==> config.mk <==
export PLATFORM = sky130hd
export DESIGN_NAME = relu_maxpool2x2
export DESIGN_NICKNAME = d
export VERILOG_FILES = /design/src/rtl/relu_maxpool2x2.sv
export SDC_FILE = /design/constraint.sdc
export NUM_CORES = 1
export LEC_CHECK = 0
export CORE_ASPECT_RATIO = 0.7
export CORE_MARGIN = 2
export CORE_UTILIZATION = 60
export CTS_BUF_LIST = sky130_fd_sc_hd__clkbuf_2
export DETAILED_ROUTE_END_ITERATION = 10
export GPL_ROUTABILITY_DRIVEN = 0
export HOLD_SLACK_MARGIN = 0.05
export PLACE_DENSITY = 0.78
export SLEW_MARGIN = 25
export SYNTH_ARGS = -nofsm -noshare
export SYNTH_HDL_FRONTEND = slang
export SYNTH_SLANG_ARGS = --single-unit
==> constraint.sdc <==
create_clock -name clk -period 5.4 [get_ports clk]
set_clock_uncertainty 0.05 [all_clocks]
set_input_delay 1.08 -clock clk [delete_from_list [all_inputs] [get_ports clk]]
set_output_delay 1.08 -clock clk [all_outputs]
set_load 0.01 [all_outputs]
==> src/rtl/relu_maxpool2x2.sv <==
// Streaming ReLU followed by non-overlapping 2x2 max-pool on an FP16 raster stream.
// One element in per handshake; one pooled element out per 2x2 window, with a frame-end marker.
module relu_maxpool2x2 #(
    parameter int unsigned WIDTH  = 28,
    parameter int unsigned HEIGHT = 28
) (
    input  logic        clk,
    input  logic        rst_n,
    input  logic        s_valid,
    output logic        s_ready,
    input  logic [15:0] s_data,
    output logic        m_valid,
    input  logic        m_ready,
    output logic [15:0] m_data,
    output logic        m_last
);
    localparam int unsigned HALF = WIDTH / 2;
    localparam int unsigned CW   = (WIDTH > 1) ? $clog2(WIDTH) : 1;
    localparam int unsigned RW   = (HEIGHT > 1) ? $clog2(HEIGHT) : 1;
    localparam int unsigned BW   = (HALF > 1) ? $clog2(HALF) : 1;

    logic [CW-1:0] col;
    logic [RW-1:0] row;
    logic [14:0]   hmax;
    logic [14:0]   line_buf [HALF];

    logic          accept;
    logic          col_last;
    logic          row_last;
    logic [14:0]   x;
    logic [14:0]   pair;
    logic [14:0]   buf_rd;
    logic [14:0]   result;
    logic [BW-1:0] buf_idx;

    assign s_ready  = !m_valid || m_ready;
    assign accept   = s_valid && s_ready;
    assign col_last = (col == CW'(WIDTH - 1));
    assign row_last = (row == RW'(HEIGHT - 1));

    // After ReLU every value is non-negative and finite, so magnitude bits compare as unsigned.
    // Ties keep the earlier operand; the bit patterns are identical anyway.
    always_comb begin
        x       = (s_data[15] || (s_data[14:10] == 5'h1F)) ? 15'h0000 : s_data[14:0];
        pair    = (x > hmax) ? x : hmax;
        buf_idx = BW'(col >> 1);
        buf_rd  = line_buf[buf_idx];
        result  = (pair > buf_rd) ? pair : buf_rd;
    end

    always_ff @(posedge clk or negedge rst_n) begin
        if (!rst_n) begin
            col  <= '0;
            row  <= '0;
            hmax <= '0;
        end else if (accept) begin
            if (!col[0]) begin
                hmax <= x;
            end
            if (col_last) begin
                col <= '0;
                row <= row_last ? '0 : row + 1'b1;
            end else begin
                col <= col + 1'b1;
            end
        end
    end

    // Written on every even row before the odd row reads it, so no reset is needed.
    always_ff @(posedge clk) begin
        if (accept && col[0] && !row[0]) begin
            line_buf[buf_idx] <= pair;
        end
    end

    always_ff @(posedge clk or negedge rst_n) begin
        if (!rst_n) begin
            m_valid <= 1'b0;
            m_data  <= 16'h0000;
            m_last  <= 1'b0;
        end else if (accept && col[0] && row[0]) begin
            m_valid <= 1'b1;
            m_data  <= {1'b0, result};
            m_last  <= row_last && col_last;
        end else if (m_ready) begin
            m_valid <= 1'b0;
        end
    end

endmodule

==> results of run 1 <==
-- per-stage QoR --
step           setup TNS (ns)  utilization (%)  cells  hold WS, ns  area (um^2)
3_5_place_dp           -8.859            67.13    978       0.4427        12090
3_3_place_gp           -7.058            67.13    978       0.4221        12090
5_1_grt                     0            69.93   1080       0.1559        12590
2_1_floorplan         -0.5795                -    679       0.4041        11100
4_1_cts                     0            69.88   1080       0.3521        12580
6_report                    0            69.93   1080       0.2019        12590
-- per-layer routing --
layer | track usage [%] | wire length (um) | vias to the layer above
li1 | - | - | 2936
met4 | 7.884 | 371 | 0
met5 | 0 | 0 | -
met3 | 6.590 | 2139 | 38
met1 | 33.57 | 9633 | 3286
met2 | 44.20 | 11930 | 255
-- cells by family (layout without fill, tap and decap cells) --
group                      count (synthesis)  count (layout)  share of synthesized area, %
DFF                                      252             252                         66.94
AOI/OAI and AO/OA                         91              91                         5.567
buffers and inverters                     48             213                         1.810
other                                      1               1                       0.03412
xor gates and xnor gates                   2               2                        0.1594
adders and majority gates                 30              30                         3.404
muxes                                    107             107                         15.41
and+or+nand+nor                          148             148                         6.671
-- cells in the mapped netlist, drive strengths merged, types with 2 or more instances --
cell,count,area [um^2]
mux4,46,1036
o22ai,2,18.77
nand2b,10,62.56
and2,17,106.4
a2111oi,2,23.77
mux2i,29,290.3
edfxtp,210,6306
a221o,8,80.08
clkbuf,21,78.83
o21ai,11,55.05
ha,29,362.9
dfrtp,42,1051
a21oi,37,192.7
a21o,15,112.6
or2,2,12.51
o31ai,7,52.55
inv,14,52.55
o21a,2,15.01
nand4,6,37.54
and3,3,18.77
nand3b,2,15.01
buf,13,67.57
nand2,29,108.9
mux2,32,367.9
nand3,9,45.04
nor2,42,157.7
nor2b,2,12.51
a311o,2,20.02
or3,2,12.51
nor3,19,100.1
-- final timing paths --
check	start	endpoint	slack, ns	depth (start not counted)
setup reg to reg	hmax[2]	m_data[13]	0.97	20
max in group asynchronous	rst_n	col[4]	4.64	1
min in group clk	row[4]	row[4]	0.46	2
hold / removal	rst_n	m_data[11]	0.20	1
setup / recovery	s_data[10]	m_data[13]	0.12	23
hold reg to reg	row[4]	row[4]	0.46	2
-- power by group through the flow --
stage	combinational, W	clock [W]	sequential, W
after floorplan	0.00173	0	0.00265
after global placement	0.00236	0	0.00284
final	0.00247	0.00113	0.00281
after CTS	0.00246	0.00115	0.00282
after global routing	0.00269	0.00125	0.00285
after detailed placement	0.00245	0	0.00286
-- cell type report --
cell class                 instances  area [um^2]  share of cell area [%]
clock buffer                      85        425.4                   3.379
clock inverter                    17        70.07                  0.5565
inverter                          14        52.55                  0.4174
multi-input combinational        379         3541                   28.12
sequential                       252         7363                   58.48
tap                              236        295.3                   2.345
timing repair buffer              97        843.3                   6.698
-- registers in the layout, summed over array words and instances (netlist names) --
name / cells
line_buf: 210
row: 5
m_valid: 1
m_last: 1
col: 5
m_data: 15
hmax: 15
-- worst max-delay path, stage by stage --
cell	delay [ns]
clkdlybuf4s50_1	0.48
and4_4	0.26
a21oi_4	0.10
buf_12	0.14
and2_1	0.16
ha_1	0.29
and3_1	0.18
nand3_1	0.11
or3_1	0.44
nor3_2	0.24
o22ai_2	0.10
buf_4	0.17
mux2_4	0.32
ha_4	0.22
nor2b_1	0.13
o21a_1	0.19
o21a_1	0.18
o21ai_1	0.14
a211o_1	0.19
a31oi_4	0.10
buf_12	0.16
and2_4	0.21
a221o_1	0.31
==> flow_summary.json, run 1 <==
{
  "final_max_slew_viol_count": 0,
  "switchingPower_w": 0.002314,
  "syn_nets": 728,
  "grt_pass1_wl_um": 37410,
  "postCtsHoldBufs": 0,
  "antenna_left": 0,
  "fin_crit_sh_pct": 97.85,
  "status": "completed",
  "setup_viol": 0,
  "via_count": 6515,
  "crit_fanout": 18,
  "drive_gt1_share_pct": 29.98,
  "synth_edf_count": 210,
  "gr-total-overflow": 0,
  "layout_commonest_cell": "edfxtp_1",
  "cts-htree-levels": 2,
  "rsz0062_at_grt": "no",
  "powerDensity_mw_per_mm2": 509.4,
  "switching_share_pct": 36.07,
  "fp-row-count": 41,
  "area_growth_syn_to_layout_pct": 14.56,
  "fp.dieW_um": 165.8,
  "drt_iter0_drc": 712,
  "drv_cap": 0,
  "cts_buffers": 55,
  "synth-seq-cells": 252,
  "min_period_ns": 5.284,
  "grt_max_degree": 43,
  "p_seq_share_pct": 43.9,
  "synthArstFlopShare_pct": 16.67,
  "cp_data_required_time_ns": 6.00,
  "ys_warn_count": 0,
  "worst-slew-pin-transition_ns": 0.9843,
  "clock_sink_count": 252,
  "clkTransAtPathRegs_ns": 0.13,
  "drt-total-wl_um": 24070,
  "hold_path_class": "input pin to asynchronous set/reset pin",
  "fill_cells": 1191,
  "p_leak_nw": 4.734,
  "cts_tree": "built",
  "coreArea_mm2": 0.01801,
  "vdd_drop_max_mv": 0.2670,
  "synth_area_mm2": 0.01099,
  "io-pin-count": 39,
  "clk_latency_ns": 0.82,
  "grt_usage_pct": 25.85,
  "p_comb_share_pct": 38.6,
  "hpwl_um": 15900,
  "post_cts_resized": 0,
  "drt-pass1-iter-count": 5,
  "arrival_ns": 5.88,
  "ys.flop_type": "edfxtp_1",
  "nets": 848,
  "synth.distinct_cells": 54,
  "power.total_w": 0.006413,
  "path_class": "input pin to register",
  "initial_core_util_pct": 61.04,
  "viasPerCell": 6.032,
  "cp-end-kind": "register",
  "clockBufferDepth": 3,
  "finalHoldViolations": 0,
  "post-place-ws_ns": -0.6396,
  "cts_root_buf": "clkbuf_2",
  "internal_power_w": 0.004100,
  "postCtsSetupRepairBufs": 0,
  "startpoint_type": "input pin",
  "post-route-drc-count": 0,
  "avgSynthCellArea_um2": 16.19,
  "numPortBuffers": 37,
  "grt_pass1_vias": 6734,
  "diodes": 0,
  "synthCells": 679,
  "antenna_found_initial": 0,
  "fmax_mhz": 189.3,
  "dieArea_mm2": 0.01943,
  "wl_per_cell_um": 22.29,
  "pwr-share-clk_pct": 17.6,
  "die_y_um": 117.2,
  "final_cell_mix": "edfxtp_1 (210), clkbuf_2 (85), buf_4 (59), mux4_2 (46), nor2_1 (42)",
  "seq_area_frac_synth_pct": 66.94,
  "slew_headroom_pct": 34.38,
  "setup_slack_ns": 0.1160
}
(Power assumes the default switching activity.)
==> run 2: changes to the inputs <==
CORE_UTILIZATION = 45   (was 60)
PLACE_DENSITY = 0.62   (was 0.78)
==> flow_summary.json, run 2 (same netlist as run 1, synthesis figures left out) <==
{
  "status": "completed",
  "cp_num_buf_inv": 3,
  "finalHoldViolations": 0,
  "die_y_um": 134.8,
  "multi_input_area_mm2": 0.003536,
  "fill_cells": 1962,
  "hpwl_um": 16470,
  "cp-end-kind": "register",
  "path_class": "input pin to register",
  "clkTransAtPathRegs_ns": 0.11,
  "timing.rr.start": "hmax[2]",
  "r2r_end": "m_data[2]",
  "postCtsHoldBufs": 0,
  "reg2reg_depth": 18,
  "cp_cell_sequence": "clkdlybuf4s50_1 -> and4_4 -> a21oi_4 -> and2_4 -> ha_1 -> a21oi_2 -> a21oi_1 -> a311o_1 -> a2111oi_2 -> nor3_2 -> o22ai_2 -> buf_4 -> buf_12 -> mux2_2 -> ha_1 -> nand4_1 -> nor4_1 -> a21o_1 -> a31oi_4 -> and2_4 -> a221o_1",
  "powerDensity_mw_per_mm2": 510.6,
  "clk_latency_ns": 0.86,
  "arrival_ns": 5.78,
  "grt_usage_pct": 20.27,
  "vdd_drop_max_mv": 0.2607,
  "post-place-ws_ns": -0.5558,
  "drt_iter0_drc": 621,
  "slowest_delay_ns": 0.48,
  "p_leak_nw": 4.792,
  "cts_tree": "built",
  "largest_reg_flops": 210,
  "place_area_mm2": 0.01221,
  "setup_viol": 0,
  "fp-row-count": 47,
  "drt-total-wl_um": 24980,
  "gr-total-overflow": 0,
  "area_growth_syn_to_layout_pct": 16.17,
  "slew_headroom_pct": 33.99,
  "min_period_ns": 5.177,
  "startpoint_type": "input pin",
  "clockBufferDepth": 3,
  "worst-slew-pin-transition_ns": 0.9901,
  "antenna_left": 0,
  "grt_pass1_vias": 6700,
  "post_cts_resized": 0,
  "critPathTopFamily": "compound AO/OA/AOI/OAI gates",
  "drv_cap": 0,
  "cts_root_buf": "clkbuf_2",
  "final_max_slew_viol_count": 0,
  "holdWs_ns": 0.1888,
  "nets": 854,
  "fin_cells": 1172,
  "reg_top3": "line_buf (210), hmax (15), m_data (15)",
  "final_cell_mix": "edfxtp_1 (210), clkbuf_2 (91), buf_4 (64), mux4_2 (46), nor2_1 (42)",
  "viasPerCell": 5.587,
  "fmax_mhz": 193.2,
  "initial_core_util_pct": 46.15,
  "layout_commonest_cell": "edfxtp_1",
  "seq_area_mm2": 0.007363,
  "place_inst": 1064,
  "cts_buffers": 57,
  "wl_per_cell_um": 21.31,
  "cp_data_required_time_ns": 6.00,
  "top_register": "line_buf",
  "fp.dieW_um": 190.8,
  "reg2reg_slack_ns": 1.00,
  "crit_fanout": 13,
  "post-route-drc-count": 0,
  "coreArea_mm2": 0.02382,
  "io-pin-count": 39,
  "grt_pass1_wl_um": 38570,
  "via_count": 6548,
  "grt_max_degree": 52,
  "clock_sink_count": 252,
  "postCtsSetupRepairBufs": 0,
  "dieArea_mm2": 0.02571,
  "drt-pass1-iter-count": 6,
  "hold_path_class": "input pin to asynchronous set/reset pin",
  "cts-htree-levels": 2,
  "setup_slack_ns": 0.2232,
  "final_util_pct": 53.61,
  "antenna_found_initial": 1,
  "drive_gt1_share_pct": 31.07,
  "postLayoutCellArea_mm2": 0.01277,
  "slowest_stage": "clkdlybuf4s50_1",
  "rsz0062_at_grt": "no",
  "numPortBuffers": 37,
  "fin_crit_sh_pct": 95.87
}
## run 2: changes by cell type in the layout (fill, tap and decap cells not counted)
cell       change
clkbuf_2       +6
buf_4          +5
clkinv_1       -4
buf_12         -1
bufinv_16      +1
clkinv_2       +1
diode_2        +1
inv_6          +1
nand3_1        +1
nand3_2        -1
## run 2: layout make-up
class                   instances  area share (%)
well taps                     318           3.116
diodes                          1         0.01960
clock buffers                  91           3.567
clock inverters                16          0.7742
inverters                      14          0.4116
repair buffers                101           6.742
multi-input cells             379           27.70
flip-flops and latches        252           57.67
## run 2: worst max path at each step
stage | startpoint | to | slack, ns | cells past startpoint
floorplan | s_data[10] | m_data[12] | -0.11 | 23
global placement | s_data[10] | m_data[6] | -0.44 | 22
detailed placement | s_data[11] | m_data[3] | -0.56 | 21
CTS | s_data[11] | m_data[2] | 0.30 | 21
global route | s_data[14] | m_data[2] | 0.11 | 22
finish | s_data[11] | m_data[2] | 0.22 | 21
## run 2: metal layers
layer	track usage [%]	part of all wire, %
met5	0	0
met4	5.943	1.6
met3	4.704	6.9
met2	31.84	46
met1	28.48	45
## run 2: where the power goes
group          internal (W)  switching [W]  leakage [nW]
Clock              0.000497       0.000738         0.424
Combinational       0.00120        0.00126          1.91
Sequential          0.00250       0.000326          2.46
## run 2: worst register-to-register path, delay by kind of cell (launching register included)
family | cells | cell delay, ns
buf+inv | 3 | 0.42
flops | 1 | 0.41
simple gates | 4 | 0.76
compound gates | 8 | 1.64
mux | 1 | 0.35
fa+ha+maj | 2 | 0.65
## run 2: metrics by stage
stage,power [W],TNS [ns]
finish,0.006519,0
global route,0.006929,0
CTS,0.006587,0
detailed placement,0.005345,-7.643
global placement,0.005262,-5.975
floorplan,0.004383,-0.5795
==> run 3: changes to the inputs <==
CORE_MARGIN = 1.5   (was 2)
==> flow_summary.json, run 3 (same netlist as run 1, synthesis figures left out) <==
{
  "status": "completed",
  "dieArea_mm2": 0.02539,
  "reg_top3": "line_buf (210), hmax (15), m_data (15)",
  "slew_headroom_pct": 41.08,
  "clk_latency_ns": 0.86,
  "finalHoldViolations": 0,
  "met3_usage_pct": 3.872,
  "fin_crit_sh_pct": 96.11,
  "diodes": 0,
  "cp_data_required_time_ns": 6.04,
  "use_met1_pct": 30.32,
  "layout_commonest_cell": "edfxtp_1",
  "clockBufferDepth": 3,
  "grt_pass1_vias": 6783,
  "grt_usage_pct": 20.59,
  "path_class": "input pin to register",
  "setup_viol": 0,
  "initial_core_util_pct": 46.15,
  "startpoint_type": "input pin",
  "area_growth_syn_to_layout_pct": 16.11,
  "hpwl_um": 16470,
  "wl_per_cell_um": 21.17,
  "postCtsHoldBufs": 0,
  "grtUsageMet2_pct": 31.56,
  "crit_fanout": 13,
  "final_cell_mix": "edfxtp_1 (210), clkbuf_2 (93), buf_4 (66), mux4_2 (46), nor2_1 (42)",
  "final_util_pct": 53.58,
  "arrival_ns": 5.83,
  "drive_gt1_share_pct": 31.11,
  "top_register": "line_buf",
  "antenna_found_initial": 0,
  "antenna_left": 0,
  "drv_cap": 0,
  "fmax_mhz": 192.7,
  "reg2reg_slack_ns": 1.01,
  "largest_reg_flops": 210,
  "drt_iter0_drc": 575,
  "fp-row-count": 47,
  "final_max_slew_viol_count": 0,
  "place_area_mm2": 0.01220,
  "grt_pass1_wl_um": 38890,
  "io-pin-count": 39,
  "cts-htree-levels": 2,
  "postCtsSetupRepairBufs": 0,
  "postLayoutCellArea_mm2": 0.01276,
  "numPortBuffers": 37,
  "viasPerCell": 5.548,
  "grt_max_degree": 48,
  "powerDensity_mw_per_mm2": 508.4,
  "fp.dieW_um": 189.8,
  "via_count": 6508,
  "rsz0062_at_grt": "no",
  "post_cts_resized": 0,
  "cts_tree": "built",
  "clock_sink_count": 252,
  "busiest_layer": "met2",
  "timing.rr.start": "hmax[2]",
  "vdd_drop_max_mv": 0.3486,
  "post-route-drc-count": 0,
  "p_leak_nw": 4.798,
  "r2r_end": "m_data[2]",
  "cts_root_buf": "clkbuf_2",
  "coreArea_mm2": 0.02382,
  "post-place-ws_ns": -0.5826,
  "cts_buffers": 58,
  "gr-total-overflow": 0,
  "worst-slew-pin-transition_ns": 0.8839,
  "nets": 856,
  "drt-total-wl_um": 24840,
  "hold_path_class": "input pin to asynchronous set/reset pin",
  "cp-end-kind": "register",
  "min_period_ns": 5.190,
  "clkTransAtPathRegs_ns": 0.11,
  "drt-pass1-iter-count": 5,
  "reg2reg_depth": 17,
  "die_y_um": 133.8,
  "holdWs_ns": 0.1753,
  "setup_slack_ns": 0.2101
}
[run 3: cell types whose count changed in the layout (fill, tap and decap cells not counted), sizes merged]
| cell | before | now |
|---|---|---|
| buf | 65 | 66 |
| clkbuf | 91 | 93 |
| clkinvlp | 1 | 0 |
| diode | 1 | 0 |
[run 3: worst max-delay path by stage]
stage	slack (ns)	to	start
floorplan	-0.11	m_data[12]	s_data[10]
global placement	-0.47	m_data[10]	s_data[10]
detailed placement	-0.58	m_data[6]	s_data[11]
CTS	0.29	m_data[2]	s_data[11]
global route	0.02	m_data[2]	s_data[11]
finish	0.21	m_data[2]	s_data[11]
[run 3: per-stage QoR]
| step | total power [W] | instances | setup TNS [ns] |
|---|---|---|---|
| finish | 0.006487 | 1173 | 0 |
| global route | 0.006909 | 1173 | 0 |
| CTS | 0.006559 | 1173 | 0 |
| detailed placement | 0.005305 | 1065 | -7.957 |
| global placement | 0.005226 | 1065 | -6.491 |
| floorplan | 0.004383 | 679 | -0.5795 |
[run 3: layout make-up]
class	instances	area, um^2
well taps	318	397.9
repair buffers	102	855.8
fillers	1935	11060
inverters	14	52.55
clock buffers	93	465.4
flip-flops and latches	252	7363
multi-input cells	379	3536
clock inverters	15	90.09
[run 3: per-layer routing]
| layer | up-vias | part of all wire, % |
|---|---|---|
| met5 | - | 0 |
| met3 | 48 | 6.9 |
| met2 | 220 | 46 |
| met4 | 0 | 1.6 |
| met1 | 3287 | 45 |
| li1 | 2953 | - |
[run 3: report_power, final]
part           internal, W  switching (W)  leakage, nW
clock network     0.000504       0.000732        0.430
registers          0.00250       0.000311         2.46
logic              0.00118        0.00126         1.91
[run 3: critical path: stages]
cell and delay, ns:
clkdlybuf4s50_1 0.49, and4_4 0.26, a21oi_4 0.07, and2_4 0.16
ha_1 0.32, a21oi_2 0.18, a21oi_1 0.08, a311o_1 0.33
a2111oi_2 0.32, nor3_2 0.08, o22ai_2 0.25, buf_4 0.25
mux2_2 0.39, ha_1 0.30, nand4_1 0.15, nor4_1 0.37
a21o_1 0.16, a31oi_4 0.05, and2_4 0.23, a221o_1 0.30
